## src/rtl/iterative_prefix_adder_ctrl_if.sv

```systemverilog
// Operand/result handshake bundle for the iterative prefix adder.
// The producer/consumer side uses the master modport; the adder uses slave.
interface iterative_prefix_adder_ctrl_if #(
  parameter int WIDTH = 16
);
  logic             in_valid;
  logic             in_ready;
  logic [WIDTH-1:0] a;
  logic [WIDTH-1:0] b;
  logic             cin;
  logic             out_valid;
  logic             out_ready;
  logic [WIDTH-1:0] sum;
  logic             cout;
  logic             busy;

  modport slave (
    input  in_valid, a, b, cin, out_ready,
    output in_ready, out_valid, sum, cout, busy
  );

  modport master (
    output in_valid, a, b, cin, out_ready,
    input  in_ready, out_valid, sum, cout, busy
  );
endinterface

```

## src/rtl/iterative_prefix_adder_ctrl.sv

```systemverilog
// Sequenced Kogge-Stone adder: one row of WIDTH prefix nodes is reused for
// each of the LEVELS prefix levels, one level per clock. Operands are captured
// on accept, the result is registered on the edge that applies the last level
// and held until the consumer takes it.
module iterative_prefix_adder_ctrl #(
  parameter int WIDTH  = 16,
  parameter int LEVELS = $clog2(WIDTH)
) (
  input  logic                        clk,
  input  logic                        rst_n,
  iterative_prefix_adder_ctrl_if.slave bus
);

  localparam int LVL_W  = (LEVELS > 1) ? $clog2(LEVELS) : 1;
  localparam int DIST_W = LEVELS + 1;
  localparam logic [LVL_W-1:0] LAST_LVL = LVL_W'(LEVELS - 1);

  // Reject widths the prefix schedule cannot cover.
  generate
    if ((WIDTH < 2) || ((WIDTH & (WIDTH - 1)) != 0) || (LEVELS != $clog2(WIDTH))) begin : g_bad_width
      $error("iterative_prefix_adder_ctrl: WIDTH must be a power of two >= 2 and LEVELS must equal $clog2(WIDTH)");
    end
  endgenerate

  typedef enum logic [1:0] {
    ST_IDLE    = 2'd0,
    ST_COMPUTE = 2'd1,
    ST_DONE    = 2'd2
  } state_t;

  state_t           state_q, state_d;
  logic [LVL_W-1:0] lvl_q, lvl_d;
  logic [WIDTH-1:0] g_q, g_d;
  logic [WIDTH-1:0] p_q, p_d;
  logic [WIDTH-1:0] h_q, h_d;
  logic             cin_q, cin_d;
  logic [WIDTH-1:0] sum_q, sum_d;
  logic             cout_q, cout_d;
  logic             out_valid_q, out_valid_d;

  logic [WIDTH-1:0]  axb_s;
  logic [DIST_W-1:0] dist_s;
  logic [WIDTH-1:0]  g_row_s;
  logic [WIDTH-1:0]  p_row_s;

  assign axb_s = bus.a ^ bus.b;

  // Single shared prefix row; the level distance only steers the operand shift.
  always_comb begin
    dist_s  = DIST_W'(1) << lvl_q;
    // Nodes below the distance see Gl = 0 so G holds; P below the distance
    // sees ones shifted in so P holds as well.
    g_row_s = g_q | (p_q & (g_q << dist_s));
    p_row_s = p_q & ~((~p_q) << dist_s);
  end

  // Next-state, datapath update and result formation.
  always_comb begin
    state_d     = state_q;
    lvl_d       = lvl_q;
    g_d         = g_q;
    p_d         = p_q;
    h_d         = h_q;
    cin_d       = cin_q;
    sum_d       = sum_q;
    cout_d      = cout_q;
    out_valid_d = out_valid_q;
    case (state_q)
      ST_IDLE: begin
        if (bus.in_valid) begin
          h_d     = axb_s;
          // Bit 0 folds the carry-in into its generate, so its propagate is dead.
          p_d     = {axb_s[WIDTH-1:1], 1'b0};
          g_d     = bus.a & bus.b;
          g_d[0]  = (bus.a[0] & bus.b[0]) | (axb_s[0] & bus.cin);
          cin_d   = bus.cin;
          lvl_d   = '0;
          state_d = ST_COMPUTE;
        end else begin
          state_d = ST_IDLE;
        end
      end
      ST_COMPUTE: begin
        g_d = g_row_s;
        p_d = p_row_s;
        if (lvl_q == LAST_LVL) begin
          lvl_d       = '0;
          state_d     = ST_DONE;
          sum_d       = h_q ^ {g_row_s[WIDTH-2:0], cin_q};
          cout_d      = g_row_s[WIDTH-1];
          out_valid_d = 1'b1;
        end else begin
          lvl_d = lvl_q + LVL_W'(1);
        end
      end
      ST_DONE: begin
        if (bus.out_ready) begin
          out_valid_d = 1'b0;
          state_d     = ST_IDLE;
        end else begin
          out_valid_d = 1'b1;
        end
      end
      default: begin
        state_d     = ST_IDLE;
        lvl_d       = '0;
        out_valid_d = 1'b0;
      end
    endcase
  end

  // State and datapath registers with asynchronous clear.
  always_ff @(posedge clk or negedge rst_n) begin
    if (!rst_n) begin
      state_q     <= ST_IDLE;
      lvl_q       <= '0;
      g_q         <= '0;
      p_q         <= '0;
      h_q         <= '0;
      cin_q       <= 1'b0;
      sum_q       <= '0;
      cout_q      <= 1'b0;
      out_valid_q <= 1'b0;
    end else begin
      state_q     <= state_d;
      lvl_q       <= lvl_d;
      g_q         <= g_d;
      p_q         <= p_d;
      h_q         <= h_d;
      cin_q       <= cin_d;
      sum_q       <= sum_d;
      cout_q      <= cout_d;
      out_valid_q <= out_valid_d;
    end
  end

  assign bus.in_ready  = (state_q == ST_IDLE);
  assign bus.busy      = (state_q != ST_IDLE);
  assign bus.out_valid = out_valid_q;
  assign bus.sum       = sum_q;
  assign bus.cout      = cout_q;

endmodule
```

## src/flat_wrapper.sv

```systemverilog
// flat-port wrapper written by rule: the top's interface ports become plain ports
module iterative_prefix_adder_ctrl_flat 
#(
  parameter int WIDTH  = 16,
  parameter int LEVELS = $clog2(WIDTH)
)
  (clk, rst_n, bus_in_valid, bus_a, bus_b, bus_cin, bus_out_ready, bus_in_ready, bus_out_valid, bus_sum, bus_cout, bus_busy);
  iterative_prefix_adder_ctrl_if #(.WIDTH(WIDTH)) bus_i ();
  input  logic clk;
  input  logic rst_n;
  input wire logic [$bits(bus_i.in_valid)-1:0] bus_in_valid;
  input wire logic [$bits(bus_i.a)-1:0] bus_a;
  input wire logic [$bits(bus_i.b)-1:0] bus_b;
  input wire logic [$bits(bus_i.cin)-1:0] bus_cin;
  input wire logic [$bits(bus_i.out_ready)-1:0] bus_out_ready;
  output wire logic [$bits(bus_i.in_ready)-1:0] bus_in_ready;
  output wire logic [$bits(bus_i.out_valid)-1:0] bus_out_valid;
  output wire logic [$bits(bus_i.sum)-1:0] bus_sum;
  output wire logic [$bits(bus_i.cout)-1:0] bus_cout;
  output wire logic [$bits(bus_i.busy)-1:0] bus_busy;
  assign bus_i.in_valid = bus_in_valid;
  assign bus_i.a = bus_a;
  assign bus_i.b = bus_b;
  assign bus_i.cin = bus_cin;
  assign bus_i.out_ready = bus_out_ready;
  assign bus_in_ready = bus_i.in_ready;
  assign bus_out_valid = bus_i.out_valid;
  assign bus_sum = bus_i.sum;
  assign bus_cout = bus_i.cout;
  assign bus_busy = bus_i.busy;
  iterative_prefix_adder_ctrl #(.WIDTH(WIDTH), .LEVELS(LEVELS)) u_core (.clk(clk), .rst_n(rst_n), .bus(bus_i));
endmodule
```

## config.mk

```make
export PLATFORM = sky130hd
export DESIGN_NAME = iterative_prefix_adder_ctrl_flat
export DESIGN_NICKNAME = d
export VERILOG_FILES = /design/src/rtl/iterative_prefix_adder_ctrl_if.sv /design/src/rtl/iterative_prefix_adder_ctrl.sv /design/src/flat_wrapper.sv
export SDC_FILE = /design/constraint.sdc
export NUM_CORES = 1
export LEC_CHECK = 0
export BUFFER_PORTS_ARGS = -buffer_cell sky130_fd_sc_hd__buf_2
export CELL_PAD_IN_SITES_DETAIL_PLACEMENT = 0
export CELL_PAD_IN_SITES_GLOBAL_PLACEMENT = 1
export CORE_ASPECT_RATIO = 0.7
export CORE_MARGIN = 1
export CORE_UTILIZATION = 48
export CTS_BUF_LIST = sky130_fd_sc_hd__clkbuf_4 sky130_fd_sc_hd__clkbuf_8
export DETAILED_ROUTE_END_ITERATION = 8
export PLACE_DENSITY_LB_ADDON = 0.1
export SETUP_SLACK_MARGIN = 0.02
export SYNTH_ARGS = -nofsm -noshare
export SYNTH_HDL_FRONTEND = slang
export SYNTH_SLANG_ARGS = --single-unit
```

## constraint.sdc

```tcl
create_clock -name clk -period 3.1 [get_ports clk]
set_clock_uncertainty 0.2 [all_clocks]
set_input_delay 0.62 -clock clk [delete_from_list [all_inputs] [get_ports clk]]
set_output_delay 0.62 -clock clk [all_outputs]
set_load 0.05 [all_outputs]
```

==> results.sh, run 1 <==
export IMPL_min_path_type="primary input to asynchronous set/reset pin"
export IMPL_grt_ovfl_total=0
export IMPL_start_util_pct=49.7
export IMPL_antenna_found_initial=0
export IMPL_status="finished, final reports clean"
export IMPL_rsz0062_at_grt="no"
export IMPL_cts_resized=0
export IMPL_core_sq_mm=0.00972
export IMPL_peakVddDrop_mv=0.542
export IMPL_die_h_um=85.9
export IMPL_maxCapViolCount=0
export IMPL_crit_fanout=14
export IMPL_cp_top_family="multiplexers"
export IMPL_crit_chain="inv_1 > ha_1 > buf_4 > mux4_1 > mux2_2 > o22ai_1 > o21ai_0 > a22o_1"
export IMPL_drt_antenna_violating_nets=0
export IMPL_nets=598
export IMPL_synth_seq_cells=71
export IMPL_antenna_cells=0
export IMPL_fin_crit_sh_pct=95.5
export IMPL_wl_per_cell_um=22.4
export IMPL_cts_max_level=3
export IMPL_areaGrowthSynthToFinish_pct=14.8
export IMPL_synth_edff_count=0
export IMPL_grt_start_max_net_pins=72
export IMPL_crit_arrival_ns=3.02
export IMPL_cp_buffers_inverters=2
export IMPL_async_flop_share_pct=100
export IMPL_cts_hold_buf=0
export IMPL_yosys_warnings=0
export IMPL_clk_pin_slew_ns=0.08
export IMPL_slowest_stage="mux4_1"
export IMPL_vias=4192
export IMPL_fillers=860
export IMPL_setup_worst_path_start_class="register"
export IMPL_place_ws_ns=0.194
export IMPL_grt_pass1_wl_um=23600
export IMPL_grt_usage_pct=30.9
export IMPL_drc_errors=0
export IMPL_layout_common_cells="dfrtp_1, buf_2, nand2_1"
export IMPL_cts_setup_buffers=0
export IMPL_io_pins=57
export IMPL_final_layout_size_suffix_gt1_share_pct=25.0
export IMPL_wirelength_um=15000
export IMPL_ys_seq_area_share_pct=36.8
export IMPL_period_needed_ns=2.96
export IMPL_clkLatencyLatePin_ns=0.37
export IMPL_avgSynthCellArea_sq_um=10.1
export IMPL_cellLeakagePower_nw=2.55
export IMPL_path_class="register to register"
export IMPL_netlist_area_sq_mm=0.00483
export IMPL_rows=30
export IMPL_cts_made_buffers=9
export IMPL_critPathRequiredTime_ns=3.16
export IMPL_cts_sinks=71
export IMPL_cts_buffer_depth=2
export IMPL_drt_iter0_drc=452
export IMPL_hold_viol_final=0
export IMPL_final_common_cell="dfrtp_1"
export IMPL_worstMarginPinSlew_ns=0.938
export IMPL_routabilityCongestion=0.960
export IMPL_finalWorstSetupSlack_ns=0.140
export IMPL_port_buffers=56
export IMPL_end_kind="register"
export IMPL_max_slew_margin_pct=37.5
export IMPL_die_w_um=122
export IMPL_fmax_ghz=0.338
export IMPL_synthesis_nets=538
export IMPL_dpl_cell_area_sq_mm=0.00531
export IMPL_die_area_sq_mm=0.0105
export IMPL_dr_pass1_iters=5
export IMPL_stdcell_area_sq_mm=0.00555
export IMPL_power_density_mw_per_mm2=1190
export IMPL_ys_flop_type="dfrtp_1"
export IMPL_hpwl_um=11100
export IMPL_via_per_inst=6.27
export IMPL_synth_cell_types=61
export IMPL_ctsRootBufferMaster="clkbuf_8"
export IMPL_drv_slew=0
export IMPL_fin_tns_setup_ns=0
export IMPL_regArea_sq_mm=0.00178
export IMPL_syn_inst=476
export IMPL_max_stage_delay_ns=0.63
export IMPL_setup_viol=0
export IMPL_multi_input_area_sq_mm=0.00284
export IMPL_grt_pass1_vias=4086
export IMPL_cts_tree="yes"
==> registers in the layout (all words and copies together), names as in the netlist, 2 cells and up <==
register and count:
u_core.bus.sum 16, u_core.h_q 16, u_core.g_q 16, u_core.p_q 16, u_core.lvl_q 2, u_core.state_q 2
==> cells in the mapped netlist, types with 5 or more instances <==
cell type,n,area [sq um]
buf_2,6,30.0
nor3_1,6,30.0
nor2b_1,6,37.5
inv_1,13,48.8
mux2i_1,19,190
nor2_1,22,82.6
nor3b_1,6,45.0
ha_1,25,313
o21ai_0,38,190
clkbuf_1,22,82.6
xnor2_1,7,61.3
a31oi_1,8,50.1
nand3_1,10,50.1
a211oi_1,9,67.6
xor2_1,5,43.8
a21oi_1,23,115
dfrtp_1,71,1780
mux4_2,8,180
mux2_2,25,282
nand2b_1,5,31.3
mux4_1,12,315
a22oi_1,7,52.6
nand2_1,50,188
o22ai_1,8,50.1
==> worst register-to-register path, stage by stage, from the launching register on <==
cell and delay (ns):
dfrtp_1 0.43, inv_1 0.16, ha_1 0.38, buf_4 0.32
mux4_1 0.64, mux2_2 0.29, o22ai_1 0.15, o21ai_0 0.11
a22o_1 0.19
==> per-stage QoR <==
step	instances	power [mW]	hold slack (ns)	utilization (%)
after global placement	653	5.64	0.256	54.6
after detailed placement	653	5.64	0.265	54.6
after global routing	669	7.01	0.258	57.0
after floorplan	476	4.49	0.124	-
after CTS	669	6.55	0.234	57.0
final	669	6.61	0.191	57.0
==> layer usage <==
metal,vias to the layer above,global-route usage [%],routed length [um]
met5,-,0,0
met3,31,9.04,1300
met4,0,11.6,393
li1,1905,-,-
met2,191,45.1,6480
met1,2065,43.3,6840
==> logic make-up after synthesis <==
family	count (synthesis)	share of synthesized area (%)
AOI/OAI and AO/OA	131	17.6
and+or+nand+nor	125	12.5
DFF	71	36.8
muxes	64	20.0
buffers and inverters	48	4.46
adders and majority gates	25	6.48
xor gates and xnor gates	12	2.18
==> cell type report <==
| type | count | area share [%] |
|---|---|---|
| Clock buffer | 12 | 2.87 |
| Sequential cell | 71 | 32.0 |
| Clock inverter | 4 | 1.38 |
| Inverter | 15 | 1.02 |
| Tap cell | 128 | 2.89 |
| Multi-Input combinational cell | 357 | 51.2 |
| Timing Repair Buffer | 82 | 8.62 |
==> path summary, 6_finish.rpt <==
| path | from | end | slack (ns) | cells past startpoint |
|---|---|---|---|---|
| setup / recovery | u_core.lvl_q[0] | u_core.p_q[11] | 0.14 | 8 |
| hold / removal | rst_n | u_core.h_q[8] | 0.19 | 1 |
| setup reg to reg | u_core.lvl_q[0] | u_core.p_q[11] | 0.14 | 8 |
| hold reg to reg | u_core.bus.sum[7] | u_core.bus.sum[7] | 0.28 | 2 |
| max in group asynchronous | rst_n | u_core.g_q[7] | 1.89 | 1 |
| min in group clk | u_core.bus.sum[7] | u_core.bus.sum[7] | 0.28 | 2 |
==> report_power, final <==
group	switching, mW	internal, mW	leakage (nW)	total [mW]
Sequential	0.510	1.32	0.861	1.83
Clock	0.387	0.510	0.117	0.897
Combinational	2.25	1.63	1.57	3.88
No activity file was read; power rests on OpenSTA's default activity.
==> run 2, diff against run 1 <==
- CORE_ASPECT_RATIO: 0.7 -> unset
- CORE_UTILIZATION: 48 -> 45
- TNS_END_PERCENT: unset -> 100
==> results.sh, run 2 (synthesis gave the netlist of run 1 again) <==
export IMPL_status="finished, final reports clean"
export IMPL_path_class="register to register"
export IMPL_fillers=984
export IMPL_power_share_sequential_pct=28.4
export IMPL_hold_viol_final=0
export IMPL_max_slew_margin_pct=36.1
export IMPL_antenna_cells=0
export IMPL_routabilityCongestion=0.915
export IMPL_drt_iter0_drc=296
export IMPL_wirelength_um=15200
export IMPL_rsz0062_at_grt="no"
export IMPL_die_w_um=106
export IMPL_maxCapViolCount=0
export IMPL_switchingPower_mw=3.14
export IMPL_drt_antenna_violating_nets=0
export IMPL_setup_worst_path_start_class="register"
export IMPL_fin_crit_sh_pct=96.2
export IMPL_critPathRequiredTime_ns=3.18
export IMPL_slowest_stage="mux4_1"
export IMPL_cts_max_level=3
export IMPL_cts_setup_buffers=0
export IMPL_grt_pass1_vias=4155
export IMPL_setup_viol=0
export IMPL_wl_per_cell_um=22.5
export IMPL_r2r_end="u_core.bus.sum[13]"
export IMPL_crit_fanout=19
export IMPL_vias=4135
export IMPL_die_h_um=106
export IMPL_clkLatencyLatePin_ns=0.37
export IMPL_final_common_cell="dfrtp_1"
export IMPL_cts_made_buffers=9
export IMPL_r2r_slack_ns=0.12
export IMPL_max_stage_delay_ns=0.59
export IMPL_port_buffers=56
export IMPL_grt_start_max_net_pins=72
export IMPL_finalPower_mw=6.47
export IMPL_start_util_pct=46.6
export IMPL_r2r_worst_path_cells=8
export IMPL_clk_pin_slew_ns=0.09
export IMPL_crit_arrival_ns=3.06
export IMPL_grt_ovfl_total=0
export IMPL_grt_usage_pct=29.5
export IMPL_nets=597
export IMPL_ctsRootBufferMaster="clkbuf_8"
export IMPL_power_density_mw_per_mm2=1170
export IMPL_hpwl_um=11300
export IMPL_min_path_type="primary input to asynchronous set/reset pin"
export IMPL_end_kind="register"
export IMPL_stdcell_count=675
export IMPL_die_area_sq_mm=0.0112
export IMPL_p_clk_share_pct=11.9
export IMPL_cts_resized=0
export IMPL_cts_buffer_depth=2
export IMPL_fin_tns_setup_ns=0
export IMPL_final_layout_size_suffix_gt1_share_pct=24.7
export IMPL_p_sw_share_pct=48.5
export IMPL_comb_power_share_pct=59.7
export IMPL_rows=37
export IMPL_areaGrowthSynthToFinish_pct=14.2
export IMPL_core_sq_mm=0.0104
export IMPL_grt_pass1_wl_um=24200
export IMPL_antenna_found_initial=0
export IMPL_drc_errors=0
export IMPL_regToRegStartpoint="u_core.lvl_q[1]"
export IMPL_worstMarginPinSlew_ns=0.959
export IMPL_crit_chain="inv_1 > ha_1 > buf_12 > mux4_1 > a21oi_1 > o221ai_1 > o21a_1 > o31ai_1"
export IMPL_cts_sinks=71
export IMPL_dp_cells=660
export IMPL_dpl_cell_area_sq_mm=0.00533
export IMPL_peakVddDrop_mv=0.567
export IMPL_intPower_mw=3.34
export IMPL_stdcell_area_sq_mm=0.00552
export IMPL_dr_pass1_iters=5
export IMPL_period_needed_ns=2.98
export IMPL_cellLeakagePower_nw=2.53
export IMPL_fin_hold_ws_ns=0.181
export IMPL_cts_hold_buf=0
export IMPL_cts_tree="yes"
export IMPL_layout_common_cells="dfrtp_1, buf_2, nand2_1"
export IMPL_io_pins=57
export IMPL_fmax_ghz=0.335
export IMPL_via_per_inst=6.13
export IMPL_drv_slew=0
-- run 2: changes by cell type in the layout (fill, tap and decap cells not counted), sizes merged --
cell	previous run	this run
clkinvlp	1	2
clkbuf	12	10
buf	82	81
clkinv	2	3
bufinv	2	1
-- run 2: final cells by class --
class / instances / area (sq um) / area share, %
clock buffers: 10 / 131 / 2.38
clock inverters: 5 / 58.8 / 1.07
inverters: 15 / 56.3 / 1.02
multi-input cells: 357 / 2840 / 51.5
flip-flops and latches: 71 / 1780 / 32.2
well taps: 136 / 170 / 3.09
repair buffers: 81 / 483 / 8.76
-- run 2: per-stage QoR --
| step | util, % | setup slack, ns |
|---|---|---|
| 2_1_floorplan | - | 0.500 |
| 3_3_place_gp | 51.4 | 0.178 |
| 4_1_cts | 53.2 | 0.120 |
| 6_report | 53.2 | 0.118 |
| 5_1_grt | 53.2 | 0.0207 |
| 3_5_place_dp | 51.4 | 0.149 |
-- run 2: power by group through the flow --
stage | clock network (mW) | registers, mW | logic, mW
after global routing | 0.820 | 1.90 | 4.16
final | 0.770 | 1.84 | 3.86
after global placement | 0 | 1.83 | 3.82
after detailed placement | 0 | 1.84 | 3.83
after floorplan | 0 | 1.97 | 2.52
after CTS | 0.783 | 1.83 | 3.85
-- run 2: layer usage --
metal	GRT usage [%]	vias to the layer above	wire, um
li1	-	1896	-
met1	41.5	2031	6660
met2	45.6	183	7010
met3	5.19	25	1190
met4	11.2	0	354
met5	0	-	0
-- run 2: worst max path at each step --
stage / from / to / slack, ns / depth (start not counted)
after floorplan: u_core.lvl_q[1] / u_core.bus.sum[12] / 0.50 / 8
after detailed placement: u_core.lvl_q[1] / u_core.bus.sum[11] / 0.15 / 8
final: u_core.lvl_q[1] / u_core.bus.sum[13] / 0.12 / 8
after global placement: u_core.lvl_q[1] / u_core.bus.sum[11] / 0.18 / 8
after global routing: u_core.lvl_q[1] / u_core.bus.sum[14] / 0.02 / 7
after CTS: u_core.lvl_q[1] / u_core.bus.sum[13] / 0.12 / 8
-- run 2: critical path: cells and delay by family (launching register included) --
kind | cells | cell delay [ns]
AO/OA/AOI/OAI | 4 | 0.96
buffers and inverters | 2 | 0.38
multiplexers | 1 | 0.59
adder cells (fa/ha/maj) | 1 | 0.30
flip-flops | 1 | 0.46
